==> config.mk <==
export PLATFORM = sky130hd
export DESIGN_NAME = counter_event_monitor
export DESIGN_NICKNAME = d
export VERILOG_FILES = /design/src/rtl/counter_mon_pkg.sv /design/src/rtl/mon_sync_edge.sv /design/src/rtl/counter_event_monitor.sv
export SDC_FILE = /design/constraint.sdc
export NUM_CORES = 1
export LEC_CHECK = 0
export ABC_AREA = 1
export CAP_MARGIN = 0
export CORE_MARGIN = 3
export CORE_UTILIZATION = 50
export CTS_CLUSTER_SIZE = 16
export DETAILED_ROUTE_END_ITERATION = 16
export PLACE_DENSITY = 0.8
export SETUP_SLACK_MARGIN = 0.02
export SLEW_MARGIN = 10
export SYNTH_ARGS = -nofsm -noshare
export SYNTH_HDL_FRONTEND = slang
export SYNTH_SLANG_ARGS = --single-unit
==> constraint.sdc <==
create_clock -name clk -period 2.45 [get_ports clk]
set_clock_uncertainty 0.1 [all_clocks]
set_input_delay 0.49 -clock clk [delete_from_list [all_inputs] [get_ports clk]]
set_output_delay 0.49 -clock clk [all_outputs]
set_load 0.02 [all_outputs]
==> src/rtl/counter_mon_pkg.sv <==
// Shared constants for the counter event monitor.
// Register map, CTRL bit positions and default counter width.
package counter_mon_pkg;

  localparam logic [1:0] ADDR_STATUS = 2'd0;
  localparam logic [1:0] ADDR_MASK   = 2'd1;
  localparam logic [1:0] ADDR_COUNT  = 2'd2;
  localparam logic [1:0] ADDR_CTRL   = 2'd3;

  localparam int CTRL_EDGE_BOTH = 0;
  localparam int CTRL_EN        = 1;

  localparam int CNT_W_DEF = 8;
  localparam int N_CH      = 3;

endpackage

==> src/rtl/mon_sync_edge.sv <==
// Two-flop synchronizer, history flop and edge select.
// Emits one registered pulse per detected edge.
module mon_sync_edge (
  input  logic clk,
  input  logic rst,
  input  logic sig_in,
  input  logic edge_both,
  input  logic det_en,
  output logic pulse
);

  logic s1_q, s1_d;
  logic s2_q, s2_d;
  logic h_q, h_d;
  logic pulse_q, pulse_d;
  logic edge_hit;

  always_comb begin
    s1_d = sig_in;
    s2_d = s1_q;
    h_d  = s2_q;
    edge_hit = edge_both ? (s2_q ^ h_q)
                         : (s2_q & ~h_q);
    pulse_d = edge_hit & det_en;
  end

  always_ff @(posedge clk) begin
    if (!rst) begin
      s1_q    <= 1'b0;
      s2_q    <= 1'b0;
      h_q     <= 1'b0;
      pulse_q <= 1'b0;
    end else begin
      s1_q    <= s1_d;
      s2_q    <= s2_d;
      h_q     <= h_d;
      pulse_q <= pulse_d;
    end
  end

  assign pulse = pulse_q;

endmodule

==> src/rtl/counter_event_monitor.sv <==
// Event monitor for the three outputs of a 3-channel counter.
// Sticky status, saturating counts, mask and level interrupt.
module counter_event_monitor
  import counter_mon_pkg::*;
#(
  parameter int CNT_W = CNT_W_DEF
) (
  input  logic        clk,
  input  logic        rst,
  input  logic        counter0_OUT,
  input  logic        counter1_OUT,
  input  logic        counter2_OUT,
  input  logic        mon_we,
  input  logic        mon_rd,
  input  logic [1:0]  mon_addr,
  input  logic [31:0] mon_wdata,
  output logic [31:0] mon_rdata,
  output logic        irq
);

  logic [N_CH-1:0]  ch_in;
  logic [N_CH-1:0]  pulse;
  logic [N_CH-1:0]  evt;
  logic [N_CH-1:0]  status_q, status_d;
  logic [N_CH-1:0]  status_clr;
  logic [N_CH-1:0]  mask_q, mask_d;
  logic [1:0]       ctrl_q, ctrl_d;
  logic [1:0]       arm_q, arm_d;
  logic             armed;
  logic             cnt_clr;
  logic [CNT_W-1:0] cnt_q [N_CH];
  logic [CNT_W-1:0] cnt_d [N_CH];
  logic [31:0]      cnt_rd;
  logic [31:0]      rd_val;
  logic [31:0]      rdata_q, rdata_d;
  logic             irq_q, irq_d;
  logic             unused_wdata;

  assign ch_in = {counter2_OUT, counter1_OUT, counter0_OUT};
  assign unused_wdata = ^mon_wdata[31:3];

  // Armed only once the arm counter has saturated, so a
  // level already present at reset release is not an edge.
  assign armed = (arm_q == 2'd3);

  for (genvar i = 0; i < N_CH; i++) begin : g_ch
    mon_sync_edge u_sync (
      .clk       (clk),
      .rst       (rst),
      .sig_in    (ch_in[i]),
      .edge_both (ctrl_q[CTRL_EDGE_BOTH]),
      .det_en    (armed),
      .pulse     (pulse[i])
    );
  end

  always_comb begin
    status_clr = '0;
    mask_d     = mask_q;
    ctrl_d     = ctrl_q;
    cnt_clr    = 1'b0;
    if (mon_we) begin
      unique case (mon_addr)
        ADDR_STATUS: status_clr = mon_wdata[2:0];
        ADDR_MASK:   mask_d     = mon_wdata[2:0];
        ADDR_COUNT:  cnt_clr    = 1'b1;
        ADDR_CTRL:   ctrl_d     = mon_wdata[1:0];
      endcase
    end

    evt = pulse & {N_CH{ctrl_q[CTRL_EN]}};
    status_d = (status_q & ~status_clr) | evt;

    for (int i = 0; i < N_CH; i++) begin
      cnt_d[i] = cnt_q[i];
      if (cnt_clr) begin
        cnt_d[i] = '0;
      end else if (evt[i] && (cnt_q[i] != '1)) begin
        cnt_d[i] = cnt_q[i] + 1'b1;
      end
    end

    arm_d = armed ? arm_q : arm_q + 2'd1;

    cnt_rd = '0;
    cnt_rd[CNT_W-1:0]         = cnt_q[0];
    cnt_rd[2*CNT_W-1:CNT_W]   = cnt_q[1];
    cnt_rd[3*CNT_W-1:2*CNT_W] = cnt_q[2];

    rd_val = '0;
    unique case (mon_addr)
      ADDR_STATUS: rd_val[2:0] = status_q;
      ADDR_MASK:   rd_val[2:0] = mask_q;
      ADDR_COUNT:  rd_val      = cnt_rd;
      ADDR_CTRL:   rd_val[1:0] = ctrl_q;
    endcase

    rdata_d = mon_rd ? rd_val : rdata_q;
    irq_d   = |(status_q & mask_q);
  end

  always_ff @(posedge clk) begin
    if (!rst) begin
      status_q <= '0;
      mask_q   <= '0;
      ctrl_q   <= '0;
      arm_q    <= '0;
      rdata_q  <= '0;
      irq_q    <= 1'b0;
      for (int i = 0; i < N_CH; i++) begin
        cnt_q[i] <= '0;
      end
    end else begin
      status_q <= status_d;
      mask_q   <= mask_d;
      ctrl_q   <= ctrl_d;
      arm_q    <= arm_d;
      rdata_q  <= rdata_d;
      irq_q    <= irq_d;
      for (int i = 0; i < N_CH; i++) begin
        cnt_q[i] <= cnt_d[i];
      end
    end
  end

  assign mon_rdata = rdata_q;
  assign irq       = irq_q;

endmodule

==> flow_summary.json <==
{
  "area_growth_syn_to_layout_pct": 16.5,
  "seqPwrFrac_pct": 52.0,
  "ff_latch_area_um2": 1420,
  "peakVddDrop_v": 0.000487,
  "whs_path_depth": 2,
  "hpwl_mm": 4.70,
  "crit_required_ps": 1860,
  "die_y_um": 86.6,
  "ios": 74,
  "wirelength_mm": 6.69,
  "numPlacedInstances": 547,
  "initial_core_util_pct": 53.2,
  "setup_tns_ps": 0,
  "reg2reg_to": "cnt_q[0][7]",
  "slew_viol_final": 0,
  "hold_viol": 0,
  "synth_ff_type": "dfxtp_1",
  "synth-seq-cells": 71,
  "crit_start": "mon_rdata[0]",
  "grt_pass1_wl_mm": 11.4,
  "synthTopCellsByArea": "dfxtp_1, nand2_1, inv_1, a21oi_1, nand3_1",
  "leakage_nw": 1.51,
  "start_kind": "flip-flop",
  "cts_tree": "built",
  "hold_buffers": 0,
  "fin_nets": 531,
  "crit_cells": 1,
  "final_util_pct": 62.0,
  "slowest_delay_ps": 610,
  "synthArstFlopShare_pct": 0,
  "root_buffer": "clkbuf_8",
  "grt_use_total_pct": 19.0,
  "hold_slack_ps": 315,
  "ctsLongestPathBuffers": 2,
  "yosysTopAreaCellShare_pct": 43.8,
  "synthCells": 451,
  "viasPerCell": 5.12,
  "htreeDepth": 3,
  "die_w_um": 86.6,
  "clock_latency_ps": 350,
  "num_vias": 2880,
  "finalCritPeriodShare_pct": 77.4,
  "drive_gt1_share_pct": 6.76,
  "critPathBufInv": 1,
  "antenna_cells": 0,
  "worstSetupEndpoint": "mon_rdata[0]",
  "multi_input_area_um2": 1460,
  "mostFrequentLayoutCell": "nand2_1",
  "crit_slowest_cell": "clkdlybuf4s50_1",
  "netlist_area_um2": 3250,
  "crit_chain": "clkdlybuf4s50_1",
  "gp_congestion": 0.837,
  "grt_overflow": 0,
  "worst-path-max-fanout": 2,
  "portBuffers": 36,
  "final_cell_mix": "nand2_1, dfxtp_1, inv_1, a21oi_1, nor2_1",
  "row_count": 28,
  "routedWlPerCell_um": 11.9,
  "end_kind": "output port",
  "fin_crit_ps": 1900,
  "critPathKind": "reg2out",
  "power.share.clock_pct": 38.6,
  "internal-power_mw": 1.75,
  "clk_pin_slew_ps": 70,
  "grt_pass1_vias": 2581,
  "setup_viol": 0,
  "first_iter_violations": 89,
  "cts_made_buffers": 9,
  "max_freq_mhz": 527,
  "worstPathArrival_ps": 1310,
  "min_path_type": "reg2reg",
  "die-area_um2": 7490,
  "r2r_slack_ps": 790,
  "cts_setup_buffers": 0,
  "r2r.worst_path.cells": 8,
  "first_pass_iters": 4,
  "timing.rr.start": "cnt_q[0][0]",
  "status": "finished, final reports clean",
  "power.density_nw_per_um2": 618,
  "yosysSeqAreaShare_pct": 43.8,
  "maxCapViolCount": 0,
  "switching_power_uw": 587,
  "crit_family": "buffers and inverters",
  "cts_sinks": 71,
  "worst_pin_slew_ps": 691,
  "instances_no_fill": 563,
  "synth_edf_count": 0,
  "syn_area_per_cell_um2": 7.20,
  "ys_types": 27,
  "fillers": 543,
  "rsz0062_at_grt": "no",
  "pwr-share-comb_pct": 9.3,
  "yosys_warnings": 0,
  "coreArea_um2": 6100,
  "drcViolationCount": 0,
  "postCtsResizedCells": 0,
  "synth_area_leader_cell": "dfxtp_1",
  "swShare_pct": 25.1,
  "relSlewSlack_pct": 53.9,
  "grt_max_degree": 49,
  "ant_nets": 0,
  "antenna_found_initial": 0
}
==> tightest hold or removal path, stage by stage, from the launching register on <==
cell and delay (ps):
dfxtp_1 310, nand2_1 40, inv_1 40
==> area by class of cell <==
type / count / share of cell area (%)
Multi-Input combinational cell: 302 / 38.6
Sequential cell: 71 / 37.6
Timing Repair Buffer: 42 / 10.7
Inverter: 57 / 5.66
Clock buffer: 10 / 3.38
Tap cell: 75 / 2.48
Clock inverter: 6 / 1.62
==> cells in the mapped netlist (2+ instances only) <==
cell	number
nand2_1	107
dfxtp_1	71
inv_1	56
a21oi_1	39
nor2_1	38
nand3_1	31
o21ai_0	30
nand4_1	18
buf_4	12
clkbuf_1	7
ha_1	7
buf_2	5
nand2_2	5
a211oi_1	3
a31oi_1	3
buf_6	3
nor3_1	3
a21oi_2	2
nand3b_1	2
nor2_4	2
==> kinds of logic (layout without fill, tap and decap cells) <==
logic type / Yosys count / in the layout / synth area share, %
buffers and inverters: 85 / 115 / 12.1
xor gates and xnor gates: 1 / 1 / 0.270
other: 1 / 8 / 0.116
adders and majority gates: 7 / 7 / 2.70
and+or+nand+nor: 207 / 207 / 27.8
DFF: 71 / 71 / 43.8
AOI/OAI and AO/OA: 79 / 79 / 13.2
==> flip-flops by register name, summed over array words and instances (netlist names) <==
signal / count
status_q: 3
g_ch.u_sync.s1_q: 3
ctrl_q: 2
mask_q: 3
g_ch.u_sync.h_d: 3
g_ch.u_sync.h_q: 3
arm_q: 2
irq: 1
mon_rdata: 24
g_ch.u_sync.pulse: 3
cnt_q: 24
==> layer usage <==
metal	GRT usage, %	part of all wire (%)
met5	0	0
met4	9.77	2.2
met3	4.09	5.2
met2	29.6	45
met1	24.8	48
==> metrics by stage <==
step | total power, mW | area, um^2 | setup slack (ps)
after floorplan | 1.38 | 3270 | 1050
after global placement | 1.46 | 3590 | 261
after detailed placement | 1.46 | 3590 | 233
after CTS | 2.36 | 3780 | 535
after global routing | 2.44 | 3780 | 415
final | 2.34 | 3780 | 554
==> how the worst min path moves through the flow <==
stage | slack, ps | end | startpoint
2_1_floorplan | 290 | g_ch[0].u_sync.h_d | g_ch[0].u_sync.s1_q
3_3_place_gp | 290 | g_ch[2].u_sync.h_d | g_ch[2].u_sync.s1_q
3_5_place_dp | 300 | g_ch[1].u_sync.h_d | g_ch[1].u_sync.s1_q
4_1_cts | 320 | g_ch[1].u_sync.h_d | g_ch[1].u_sync.s1_q
5_1_grt | 330 | g_ch[0].u_sync.h_d | g_ch[0].u_sync.s1_q
6_report | 310 | g_ch[1].u_sync.h_d | g_ch[1].u_sync.s1_q
==> power by group through the flow <==
| stage | clock [mW] | combinational [mW] | sequential (mW) |
|---|---|---|---|
| global route | 0.971 | 0.244 | 1.22 |
| finish | 0.903 | 0.219 | 1.22 |
| global placement | 0 | 0.213 | 1.24 |
| floorplan | 0 | 0.121 | 1.26 |
| detailed placement | 0 | 0.219 | 1.24 |
| CTS | 0.918 | 0.220 | 1.22 |
(Power assumes the default switching activity.)
